===== config.mk =====
export PLATFORM = sky130hd
export DESIGN_NAME = sr_bank_ctrl
export DESIGN_NICKNAME = d
export VERILOG_FILES = /design/src/rtl/sr_bank_ctrl.sv
export SDC_FILE = /design/constraint.sdc
export NUM_CORES = 1
export LEC_CHECK = 0
export CAP_MARGIN = 20
export CORE_MARGIN = 2
export CORE_UTILIZATION = 42
export DETAILED_ROUTE_END_ITERATION = 10
export MAX_ROUTING_LAYER = met4
export PLACE_DENSITY = 0.9
export RECOVER_POWER = 100
export SYNTH_ARGS = -nofsm -noshare
export SYNTH_HDL_FRONTEND = slang
export SYNTH_SLANG_ARGS = --single-unit
export TNS_END_PERCENT = 30

===== constraint.sdc =====
create_clock -name clk -period 2 [get_ports clk]
set_input_delay 0.2 -clock clk [delete_from_list [all_inputs] [get_ports clk]]
set_output_delay 0.2 -clock clk [all_outputs]
set_load 0.01 [all_outputs]

===== src/rtl/sr_bank_ctrl.sv =====
// Round-robin two-port controller for a bank of clocked SR cells; drives s/r one-hot for one cycle and checks q/qbar.
// Optional feedback check stage: define SR_BANK_CTRL_CHECK_EN to include the CHECK state and err reporting.
//
//   state | meaning
//   IDLE  | waiting for req0/req1; winner picked round-robin
//   GRANT | winner's op/idx latched, expected value formed from q[idx]
//   DRIVE | single-cycle s or r pulse on the selected cell
//   CHECK | compare q/qbar against expectation, bounded by CHK_MAX
//   DONE  | ack pulse on the granted port, last_grant updated

module sr_bank_ctrl #(
    parameter int IDXW    = 3,
    parameter int CHK_MAX = 3,
    localparam int N      = 2 ** IDXW
) (
    input  logic            clk,
    input  logic            rst,
    input  logic            req0,
    input  logic            req1,
    input  logic [1:0]      op0,
    input  logic [1:0]      op1,
    input  logic [IDXW-1:0] idx0,
    input  logic [IDXW-1:0] idx1,
    output logic            ack0,
    output logic            ack1,
    output logic            rdata,
    output logic            err,
    output logic            busy,
    output logic [N-1:0]    s,
    output logic [N-1:0]    r,
    input  logic [N-1:0]    q,
    input  logic [N-1:0]    qbar
);

    typedef enum logic [2:0] {
        IDLE  = 3'd0,
        GRANT = 3'd1,
        DRIVE = 3'd2,
        CHECK = 3'd3,
        DONE  = 3'd4
    } state_t;

    localparam logic [1:0] OP_READ   = 2'b00;
    localparam logic [1:0] OP_SET    = 2'b01;
    localparam logic [1:0] OP_CLEAR  = 2'b10;
    localparam logic [1:0] OP_TOGGLE = 2'b11;

    state_t          state_q, state_d;
    logic            last_grant_q, last_grant_d;
    logic            gnt_q, gnt_d;
    logic [1:0]      op_q, op_d;
    logic [IDXW-1:0] idx_q, idx_d;
    logic [N-1:0]    s_q, s_d;
    logic [N-1:0]    r_q, r_d;
    logic            ack0_q, ack0_d;
    logic            ack1_q, ack1_d;
    logic            busy_q, busy_d;
    logic            q_sel;

    assign q_sel = q[idx_q];

`ifdef SR_BANK_CTRL_CHECK_EN
    localparam int CNTW = (CHK_MAX > 1) ? $clog2(CHK_MAX) : 1;

    logic            exp_q, exp_d;
    logic [CNTW-1:0] chk_cnt_q, chk_cnt_d;
    logic            rdata_q, rdata_d;
    logic            err_q, err_d;
    logic            pass;

    assign pass = (q_sel == exp_q) && (qbar[idx_q] == ~q_sel);
`else
    logic unused_fb;
    assign unused_fb = ^{qbar, (CHK_MAX > 0)};
`endif

    always_comb begin
        state_d      = state_q;
        last_grant_d = last_grant_q;
        gnt_d        = gnt_q;
        op_d         = op_q;
        idx_d        = idx_q;
        s_d          = '0;
        r_d          = '0;
`ifdef SR_BANK_CTRL_CHECK_EN
        exp_d        = exp_q;
        chk_cnt_d    = chk_cnt_q;
        rdata_d      = 1'b0;
        err_d        = 1'b0;
`endif

        case (state_q)
            IDLE: begin
                if (req0 || req1) begin
                    gnt_d   = (req0 && req1) ? ~last_grant_q : req1;
                    op_d    = gnt_d ? op1 : op0;
                    idx_d   = gnt_d ? idx1 : idx0;
                    state_d = GRANT;
                end
            end
            GRANT: begin
`ifdef SR_BANK_CTRL_CHECK_EN
                chk_cnt_d = '0;
                case (op_q)
                    OP_READ:  exp_d = q_sel;
                    OP_SET:   exp_d = 1'b1;
                    OP_CLEAR: exp_d = 1'b0;
                    default:  exp_d = ~q_sel;
                endcase
`endif
                // s/r registered here so the pulse lands exactly in DRIVE
                case (op_q)
                    OP_SET:    s_d[idx_q] = 1'b1;
                    OP_CLEAR:  r_d[idx_q] = 1'b1;
                    OP_TOGGLE: begin
                        if (q_sel) r_d[idx_q] = 1'b1;
                        else       s_d[idx_q] = 1'b1;
                    end
                    default: ;
                endcase
`ifdef SR_BANK_CTRL_CHECK_EN
                state_d = (op_q == OP_READ) ? CHECK : DRIVE;
`else
                state_d = (op_q == OP_READ) ? DONE : DRIVE;
`endif
            end
            DRIVE: begin
`ifdef SR_BANK_CTRL_CHECK_EN
                state_d = CHECK;
`else
                state_d = DONE;
`endif
            end
`ifdef SR_BANK_CTRL_CHECK_EN
            CHECK: begin
                if (pass) begin
                    state_d = DONE;
                    rdata_d = q_sel;
                end else if (chk_cnt_q == CNTW'(CHK_MAX - 1)) begin
                    state_d = DONE;
                    rdata_d = q_sel;
                    err_d   = 1'b1;
                end else begin
                    chk_cnt_d = chk_cnt_q + CNTW'(1);
                end
            end
`endif
            DONE: begin
                last_grant_d = gnt_q;
                state_d      = IDLE;
            end
            default: state_d = IDLE;
        endcase

        ack0_d = (state_d == DONE) && !gnt_q;
        ack1_d = (state_d == DONE) &&  gnt_q;
        busy_d = (state_d != IDLE);
    end

    always_ff @(posedge clk) begin
        if (rst) begin
            state_q      <= IDLE;
            last_grant_q <= 1'b1;
            gnt_q        <= 1'b0;
            op_q         <= OP_READ;
            idx_q        <= '0;
            s_q          <= '0;
            r_q          <= '0;
            ack0_q       <= 1'b0;
            ack1_q       <= 1'b0;
            busy_q       <= 1'b0;
        end else begin
            state_q      <= state_d;
            last_grant_q <= last_grant_d;
            gnt_q        <= gnt_d;
            op_q         <= op_d;
            idx_q        <= idx_d;
            s_q          <= s_d;
            r_q          <= r_d;
            ack0_q       <= ack0_d;
            ack1_q       <= ack1_d;
            busy_q       <= busy_d;
        end
    end

`ifdef SR_BANK_CTRL_CHECK_EN
    always_ff @(posedge clk) begin
        if (rst) begin
            exp_q     <= 1'b0;
            chk_cnt_q <= '0;
            rdata_q   <= 1'b0;
            err_q     <= 1'b0;
        end else begin
            exp_q     <= exp_d;
            chk_cnt_q <= chk_cnt_d;
            rdata_q   <= rdata_d;
            err_q     <= err_d;
        end
    end

    assign rdata = rdata_q;
    assign err   = err_q;
`else
    // Without a CHECK cycle the post-write value only exists during DONE, so
    // rdata follows the bank's own registered q for that one cycle.
    assign rdata = (state_q == DONE) && q_sel;
    assign err   = 1'b0;
`endif

    assign s    = s_q;
    assign r    = r_q;
    assign ack0 = ack0_q;
    assign ack1 = ack1_q;
    assign busy = busy_q;

endmodule


==> out/metrics.yaml <==
flow_run:
  max-cap-violations: 0
place:
  portBuffers: 41
  hpwl_um: 2190
  dpl_cell_area_mm2: 0.00169
  place.gp.congestion: 0.829
clock_network:
  worstSkewPairLatency_ps: 330
  cts_tree: "built"
  cts_buffer_depth: 2
  cts_root_buffer: "clkbuf_4"
  postCtsSetupBuffers: 0
  cts.htree.levels: 2
  cts.sinks: 29
  clkTransAtPathRegs_ps: 90
  cts_buffers: 5
layout:
  fin_nets: 199
  n_fill_cell: 230
  drive_gt1_share_pct: 12.9
  syn_to_final_growth_pct: 41.1
  final_area_mm2: 0.00175
  mostFrequentLayoutCell: "dfxtp_1"
  final_cell_mix: "dfxtp_1, clkdlybuf4s50_1, dlygate4sd3_1, a211oi_1, mux2i_1"
  antenna_cells: 0
power_and_ir_drop:
  total_power_mw: 1.34
  p_per_area_mw_per_mm2: 765
  p_leak_nw: 0.704
  ir_drop_mv: 0.617
timing:
  finalCriticalPeriod_ps: 1870
  slew_viol_final: 0
  fin_hold_ws_ps: 478
  hold_viol_final: 0
  max_freq_ghz: 0.533
  fin_tns_setup_ps: 0
  setup_viol_count_final: 0
  rsz0062_at_grt: "no"
  post-route-period-util_pct: 93.7
  fin_skew_ps: 8.63
critical_path:
  slowest_stage: "dfxtp_4"
  start_kind: "flip-flop"
  end_kind: "output pin"
  cp.arrival_ps: 1670
  r2r_slack_ps: 390
  path_class: "flip-flop to output pin"
  critical_path.max_stage_delay_ps: 410
  critPathMaxFanout: 8
  cp_cell_sequence: "mux2_2, o211ai_1, a31oi_1, dlygate4sd2_1"
  required_ps: 1800
global_routing:
  grt_use_total_pct: 19.3
  grt_pass1_vias: 1048
  grt.overflow.total: 0
  grt_first_pass_wirelength_um: 4710
  grt_max_degree: 13
  antenna_found_initial: 0
route:
  drtAntennaViolNets: 0
  wl_per_cell_um: 13.7
  drt_iter0_markers: 24
  avgViaCountPerCell: 5.59
  routed_wl_um: 2750
  dr.pass1.iters: 4
  drc: 0
  vias: 1124
status:
  status: "complete, no violations"
logic_synthesis:
  ys_types: 42
  async_flop_share_pct: 0
  synth_edf_count: 0
  yosysSeqAreaShare_pct: 46.9
  postSynthAreaPerCell_um2: 10.1
  synth-main-ff-cell: "dfxtp_1"
  ys_ff_latch: 29
  synthesis.area_mm2: 0.00124
  synth_nets: 153
  syn_inst: 123
  ys.warnings.count: 0
die:
  die-width_um: 58.3
  dieHeight_um: 58.3
  row_count: 19
  dieArea_mm2: 0.00340
  coreArea_mm2: 0.00278
  initial_core_util_pct: 44.5
  ioPinCount: 51
hold_path:
  hold_path_class: "flip-flop to flip-flop"
-- worst paths after layout --
| check | depth (start not counted) | end | start |
|---|---|---|---|
| max | 4 | rdata | idx_q[1] |
| min | 1 | last_grant_q | last_grant_q |
| max reg2reg | 3 | r[1] | state_q[2] |
| min reg2reg | 1 | last_grant_q | last_grant_q |
-- Yosys cell counts (all sizes together), types with 2 or more instances --
cell type | n | area, µm²
a21oi | 6 | 30.0
nand2b | 2 | 12.5
o211ai | 3 | 22.5
nor3 | 8 | 40.0
a21boi | 2 | 15.0
inv | 2 | 7.51
a211oi | 11 | 87.6
nor4 | 3 | 18.8
nand2 | 5 | 18.8
nand3 | 5 | 25.0
a21bo | 2 | 20.0
clkbuf | 4 | 15.0
dfxtp | 29 | 581
buf | 6 | 43.8
o211a | 2 | 20.0
nor2 | 3 | 11.3
mux2i | 9 | 90.1
nand3b | 2 | 15.0
and2 | 2 | 12.5
-- metal layers --
layer	global-route usage (%)	wire length [µm]	up-vias
li1	-	-	555
met4	8.97	49	0
met1	22.8	1080	507
met3	6.81	215	7
met5	-	0	-
met2	29.4	1400	55
-- logic make-up (layout without fill, tap and decap cells) --
family	after synthesis	count (layout)	share of synthesized area (%)
buffers and inverters	12	59	5.35
other	1	1	0.303
AND/OR/NAND/NOR	37	37	18.0
AO/OA/AOI/OAI	34	34	21.3
multiplexers	10	10	8.18
flip-flops	29	29	46.9
-- area by class of cell --
type / count / area (µm²) / area share [%]
clock buffers: 7 / 65.1 / 3.72
clock inverters: 1 / 5.00 / 0.286
inverters: 2 / 7.51 / 0.429
multi-input cells: 82 / 581 / 33.2
flip-flops and latches: 29 / 586 / 33.5
well taps: 31 / 38.8 / 2.22
repair buffers: 49 / 465 / 26.6
-- per-stage QoR --
stage | utilization [%] | worst slack [ps] | cells
3_3_place_gp | 60.7 | 30.4 | 193
2_1_floorplan | - | 553 | 123
3_5_place_dp | 60.7 | 43.9 | 193
4_1_cts | 63.3 | 76.3 | 201
5_1_grt | 62.8 | 1.13 | 201
6_report | 62.8 | 125 | 201
-- where the power goes --
part	internal [mW]	switching, mW	total [mW]
sequential	0.611	0.0535	0.665
clock	0.203	0.194	0.397
combinational	0.146	0.129	0.275
-- sequential cells by signal (all words and copies together) (netlist names) --
signal	cells
ack1	1
gnt_q	1
r	8
op_q	2
last_grant_q	1
s	8
ack0	1
state_q	3
busy	1
idx_q	3
-- worst max-delay path: cells and delay by family, from the launching register on --
kind	cells	cell delay (ps)
compound gates	2	260
buf+inv	1	290
flops	1	410
mux	1	380
-- what timing repair did --
item / 4_1_cts / 5_1_grt
gates resized for setup: 3 / 1
cloned: 0 / 0
setup endpoints to repair: 1 / 1
hold buffers: 0 / 0
Power figures use the tool's default switching activity.
